### src/rtl/ctrl_pipeline.sv
// Per-stage control for a 5-stage pipeline: carries decoder control through ID/EX, EX/MEM, MEM/WB
// and resolves data/control hazards. Define CTRL_FORWARD_EN to add EX operand forwarding.
module ctrl_pipeline (
    input  logic       clk,
    input  logic       reset,
    input  logic       id_valid,
    input  logic [8:0] id_ctrl,
    input  logic [4:0] id_rs,
    input  logic [4:0] id_rt,
    input  logic [4:0] id_rd,
    input  logic       br_taken,
    output logic       ex_alusrc,
    output logic [1:0] ex_aluop,
    output logic       mem_read,
    output logic       mem_write,
    output logic       wb_memtoreg,
    output logic       wb_regwrite,
    output logic [4:0] wb_wreg,
    output logic       stall,
    output logic       flush_ifid
`ifdef CTRL_FORWARD_EN
    ,
    output logic [1:0] fwd_a,
    output logic [1:0] fwd_b
`endif
);

    typedef struct packed {
        logic       alusrc;
        logic       memtoreg;
        logic       regwrite;
        logic       memread;
        logic       memwrite;
        logic       branch;
        logic [1:0] aluop;
        logic [4:0] wreg;
`ifdef CTRL_FORWARD_EN
        logic [4:0] rs;
        logic [4:0] rt;
`endif
    } idex_t;

    typedef struct packed {
        logic       memtoreg;
        logic       regwrite;
        logic       memread;
        logic       memwrite;
        logic [4:0] wreg;
    } exmem_t;

    typedef struct packed {
        logic       memtoreg;
        logic       regwrite;
        logic [4:0] wreg;
    } memwb_t;

    idex_t  idex_q,  idex_d;
    exmem_t exmem_q, exmem_d;
    memwb_t memwb_q, memwb_d;
    logic   hazard;

    // r0 is hard-wired, so a write to it never creates a dependency.
    function automatic logic writes(input logic regwrite, input logic [4:0] wreg,
                                    input logic [4:0] r);
        return regwrite && (wreg == r) && (r != 5'd0);
    endfunction

    always_comb begin
        flush_ifid = br_taken & idex_q.branch;
`ifdef CTRL_FORWARD_EN
        hazard = idex_q.memread & (writes(idex_q.regwrite, idex_q.wreg, id_rs) |
                                   writes(idex_q.regwrite, idex_q.wreg, id_rt));
`else
        hazard = writes(idex_q.regwrite, idex_q.wreg, id_rs) |
                 writes(idex_q.regwrite, idex_q.wreg, id_rt) |
                 writes(exmem_q.regwrite, exmem_q.wreg, id_rs) |
                 writes(exmem_q.regwrite, exmem_q.wreg, id_rt);
`endif
        stall = hazard & ~flush_ifid;
    end

    always_comb begin
        idex_d = '0;
        if (id_valid && !stall && !flush_ifid) begin
            idex_d.alusrc   = id_ctrl[7];
            idex_d.memtoreg = id_ctrl[6];
            idex_d.regwrite = id_ctrl[5];
            idex_d.memread  = id_ctrl[4];
            idex_d.memwrite = id_ctrl[3];
            idex_d.branch   = id_ctrl[2];
            idex_d.aluop    = id_ctrl[1:0];
            idex_d.wreg     = id_ctrl[8] ? id_rd : id_rt;
`ifdef CTRL_FORWARD_EN
            idex_d.rs       = id_rs;
            idex_d.rt       = id_rt;
`endif
        end
    end

    always_comb begin
        exmem_d.memtoreg = idex_q.memtoreg;
        exmem_d.regwrite = idex_q.regwrite;
        exmem_d.memread  = idex_q.memread;
        exmem_d.memwrite = idex_q.memwrite;
        exmem_d.wreg     = idex_q.wreg;
        memwb_d.memtoreg = exmem_q.memtoreg;
        memwb_d.regwrite = exmem_q.regwrite;
        memwb_d.wreg     = exmem_q.wreg;
    end

    always_ff @(posedge clk or posedge reset) begin
        if (reset) begin
            idex_q  <= '0;
            exmem_q <= '0;
            memwb_q <= '0;
        end else begin
            idex_q  <= idex_d;
            exmem_q <= exmem_d;
            memwb_q <= memwb_d;
        end
    end

`ifdef CTRL_FORWARD_EN
    // EX/MEM holds the younger result, so it wins over MEM/WB.
    always_comb begin
        fwd_a = 2'b00;
        if (writes(exmem_q.regwrite, exmem_q.wreg, idex_q.rs))      fwd_a = 2'b10;
        else if (writes(memwb_q.regwrite, memwb_q.wreg, idex_q.rs)) fwd_a = 2'b01;
        fwd_b = 2'b00;
        if (writes(exmem_q.regwrite, exmem_q.wreg, idex_q.rt))      fwd_b = 2'b10;
        else if (writes(memwb_q.regwrite, memwb_q.wreg, idex_q.rt)) fwd_b = 2'b01;
    end
`endif

    assign ex_alusrc   = idex_q.alusrc;
    assign ex_aluop    = idex_q.aluop;
    assign mem_read    = exmem_q.memread;
    assign mem_write   = exmem_q.memwrite;
    assign wb_memtoreg = memwb_q.memtoreg;
    assign wb_regwrite = memwb_q.regwrite;
    assign wb_wreg     = memwb_q.wreg;

endmodule

### config.mk
export PLATFORM = sky130hd
export DESIGN_NAME = ctrl_pipeline
export DESIGN_NICKNAME = d
export VERILOG_FILES = /design/src/rtl/ctrl_pipeline.sv
export SDC_FILE = /design/constraint.sdc
export NUM_CORES = 1
export LEC_CHECK = 0
export ABC_CLOCK_PERIOD_IN_PS = 3700
export BUFFER_PORTS_ARGS = -buffer_cell sky130_fd_sc_hd__clkbuf_2
export CORE_UTILIZATION = 35
export CTS_CLUSTER_SIZE = 14
export DETAILED_ROUTE_END_ITERATION = 10
export SYNTH_ARGS = -nofsm -noshare
export SYNTH_HDL_FRONTEND = slang
export SYNTH_SLANG_ARGS = --single-unit
### constraint.sdc
create_clock -name clk -period 3.7 [get_ports clk]
set_clock_uncertainty 0.1 [all_clocks]
set_input_delay 0.74 -clock clk [delete_from_list [all_inputs] [get_ports clk]]
set_output_delay 0.74 -clock clk [all_outputs]
set_load 0.05 [all_outputs]
==> metrics.md <==
| Metric | Value |
|---|---|
| Outcome | `finished clean` |
| YS warnings | `0` |
| Dominant cells by area after synthesis | `dfrtp_1 (59%), xnor2_1 (14%), mux2i_1 (4.1%)` |
| Skew-Pair Late Insertion Delay | `0.33 ns` |
| Final core utilization | `46.08%` |
| Length of routed wiring on met1 | `between 1 and 1.5 mm` |
| Worst Path Arrival | `roughly 2.6 ns` |
| Crit path max-delay family | `simple AND/OR/NAND/NOR gates` |
| Switching power | `0.0001992 W` |
| Syn Nets | `between 100 and 150` |
| Pwr Density | `just under 500 nW/um^2` |
| Power Total | `0.0007416 W` |
| DR pass1 iterations | `4` |
| Top Ports | `between 40 and 50` |
| Fin nets | `172` |
| Routed WL | `2.314 mm` |
| Area growth, synth to finish | `25.92%` |
| Slew HR | `between 20% and 30%` |
| Yosys cell types | `20` |
| Hold buffers post-CTS | `0` |
| H-tree levels | `2` |
| Total number of vias | `883` |
| Cts bufs inserted | `5` |
| Gr ovfl total | `0` |
| Fmax | `287.0 MHz` |
| Antenna fix cells | `0` |
| Post-synthesis simple-gate area fraction | `roughly 15%` |
| Post-Synth Adder-Cell Area | `0%` |
| Worst EP required | `2.86 ns` |
| Highest metal used | `met4` |
| Setup crit end kind | `output pin` |
| Die area | `3730 um^2` |
| CP max-delay cell | `or4_1` |
| Clock-pin slew on the worst setup and hold paths | `around 0.090 ns` |
| TNS Setup | `0 ns` |
| CTS sink count | `29` |
| Max-slew violations | `0` |
| CP peak stage delay | `0.55 ns` |
| FP Rows | `21` |
| Peak supply drop | `0.0001972 V` |
| CP Class | `input port to output pin` |
| Aggregate global-route resource usage | `14.91%` |
| Largest family of logic cells by synthesized area | `simple AND/OR/NAND/NOR gates` |
| Synth Area in Compound Gates | `2.869%` |
| CTS tree | `built` |
| Dpl ws | `0.2372 ns` |
| GPL Wtd Cong | `0.7891` |
| Post-route DRC | `0` |
| Post-route ant nets | `0` |
| CP bufs+invs | `2` |
| Post-CTS Setup Repair Bufs | `0` |
| HP Class | `flop to flop` |
| Die width | `61.07 um` |
| Comb pwr share | `16.1%` |
| Met2 WL | `989 um` |
| Pin count of the biggest net entering global routing | `30` |
| Antenna violations before repair | `0` |
| P_leak | `0.7595 nW` |
| Hpwl dp | `1.746 mm` |
| Layout cells sized above 1 | `between 30% and 40%` |
| Min Hold Slack | `0.2573 ns` |
| Die Span Y | `61.07 um` |
| Synth Instances | `between 100 and 150` |
| Crit Path Max Fanout | `3` |
| Final min period | `3.484 ns` |
| Number of setup violations in the final report | `0` |
| Max clock buf depth | `2` |
| Vias in the first global route | `817` |
| Worst-margin pin slew | `1.055 ns` |
| Worst setup margin | `0.2158 ns` |
| Core Region | `3337 um^2` |
| Cell area after synthesis | `1221 um^2` |
| Wire length on met3 | `227 um` |
| CP startpoint kind | `input port` |
| Clock share of power | `36.3%` |
| Wire per inst | `12.12 um` |
| Vias per inst | `about 4.6` |
| 1st-iter DRT viols | `62` |
| Root buffer cell | `clkbuf_4` |
| Mux cell area share after synthesis | `4.098%` |
| Tcrit/Tclk final | `94.17%` |
| Xor/xnor share of the synthesized area | `between 10% and 20%` |
| Power Internal | `0.0005424 W` |
| RSZ-0062 raised after global routing | `false` |
| Yosys top cell by area | `dfrtp_1` |
| Switching Fraction | `26.87%` |
| Reg power frac | `47.6%` |
| Port-buffer cells | `41` |
| Sequential-to-total area share from yosys stat | `59.43%` |
| Worst-path cell chain | `clkbuf_2, or4_1, o211ai_1, nor2_1, or4_1, and2_1, clkbuf_2` |
| MaxCap Viol Count | `0` |
| Post-synth top area share | `59.43%` |
| Post-cts resize count | `0` |
| Seq cells post-synth | `29` |
| First-pass GRT wire length | `3.774 mm` |
| Mean Syn Cell Area | `11.97 um^2` |
| Fin. Hold Viols | `0` |
| Initial Util | `a little over a third` |
==> cells by family after synthesis <==
logic type / Yosys count
AND/OR/NAND/NOR: 35
flip-flops: 29
XOR/XNOR: 20
buffers and inverters: 9
multiplexers: 5
AO/OA/AOI/OAI: 4
==> power groups by stage <==
stage                     Sequential [W]  Clock (W)  Combinational [W]
final                           0.000353   0.000269           0.000119
after global routing            0.000356   0.000296           0.000130
after CTS                       0.000353   0.000277           0.000121
after detailed placement        0.000359          0           0.000121
after global placement          0.000359          0           0.000119
after floorplan                 0.000382          0          0.0000604
==> sequential cells by signal, indices dropped and copies added, names as in the netlist <==
register and count:
exmem_d 9, exmem_q 7, wb_memtoreg 1, idex_q 1, wb_regwrite 1, ex_aluop 2, ex_alusrc 1, wb_wreg 5
mem_read 1, mem_write 1
==> area by class of cell <==
cell class / instances / area, um^2
well taps: 46 / 57.56
repair buffers: 42 / 212.7
clock buffers: 6 / 51.30
flip-flops and latches: 29 / 725.7
fillers: 338 / 1799
multi-input cells: 64 / 445.4
inverters: 2 / 7.507
clock inverters: 2 / 37.54
==> final timing paths <==
path,startpoint,to,slack [ns],depth (start not counted)
setup / recovery,id_rs[2],stall,0.22,7
hold / removal,exmem_d[5]$_DFF_PP0_,mem_write$_DFF_PP0_,0.26,0
setup reg to reg,exmem_q[3]$_DFF_PP0_,exmem_d[1]$_DFF_PP0_,1.81,6
hold reg to reg,exmem_d[5]$_DFF_PP0_,mem_write$_DFF_PP0_,0.26,0
max in group asynchronous,reset,exmem_d[1]$_DFF_PP0_,2.31,2
min in group asynchronous,reset,wb_memtoreg$_DFF_PP0_,0.55,2
==> routing by layer <==
metal | up-vias | global-route usage [%]
met5 | - | 0
met4 | 0 | 7.792
met3 | 5 | 8.613
met2 | 44 | 18.94
met1 | 409 | 19.84
li1 | 425 | -
==> metrics by stage <==
| step | cell area, um^2 | std cells |
|---|---|---|
| 6_report | 1538 | 191 |
| 4_1_cts | 1538 | 191 |
| 5_1_grt | 1538 | 191 |
| 3_3_place_gp | 1449 | 183 |
| 2_1_floorplan | 1221 | 102 |
| 3_5_place_dp | 1449 | 183 |
==> Yosys cell counts <==
cell type	count
nand3_1	8
o211ai_2	1
o211ai_1	3
or4_1	2
clkbuf_1	1
buf_2	1
buf_6	1
nor3_2	2
mux2i_1	5
or4_4	1
xnor2_1	20
nor3_1	3
nand4_1	4
nor2_1	12
dfrtp_1	29
inv_1	2
nand2_1	2
buf_4	2
buf_1	2
and2_1	1
==> cell usage in the layout (no fill, tap or decap), types with 3 or more instances in the layout <==
cell      instances
clkbuf_2         41
dfrtp_1          29
xnor2_1          20
nor2_1           12
nand3_1           8
mux2i_1           5
clkbuf_4          5
nand4_1           4
o211ai_1          3
nor3_1            3
Note: power is estimated with default switching activity, not from simulation.
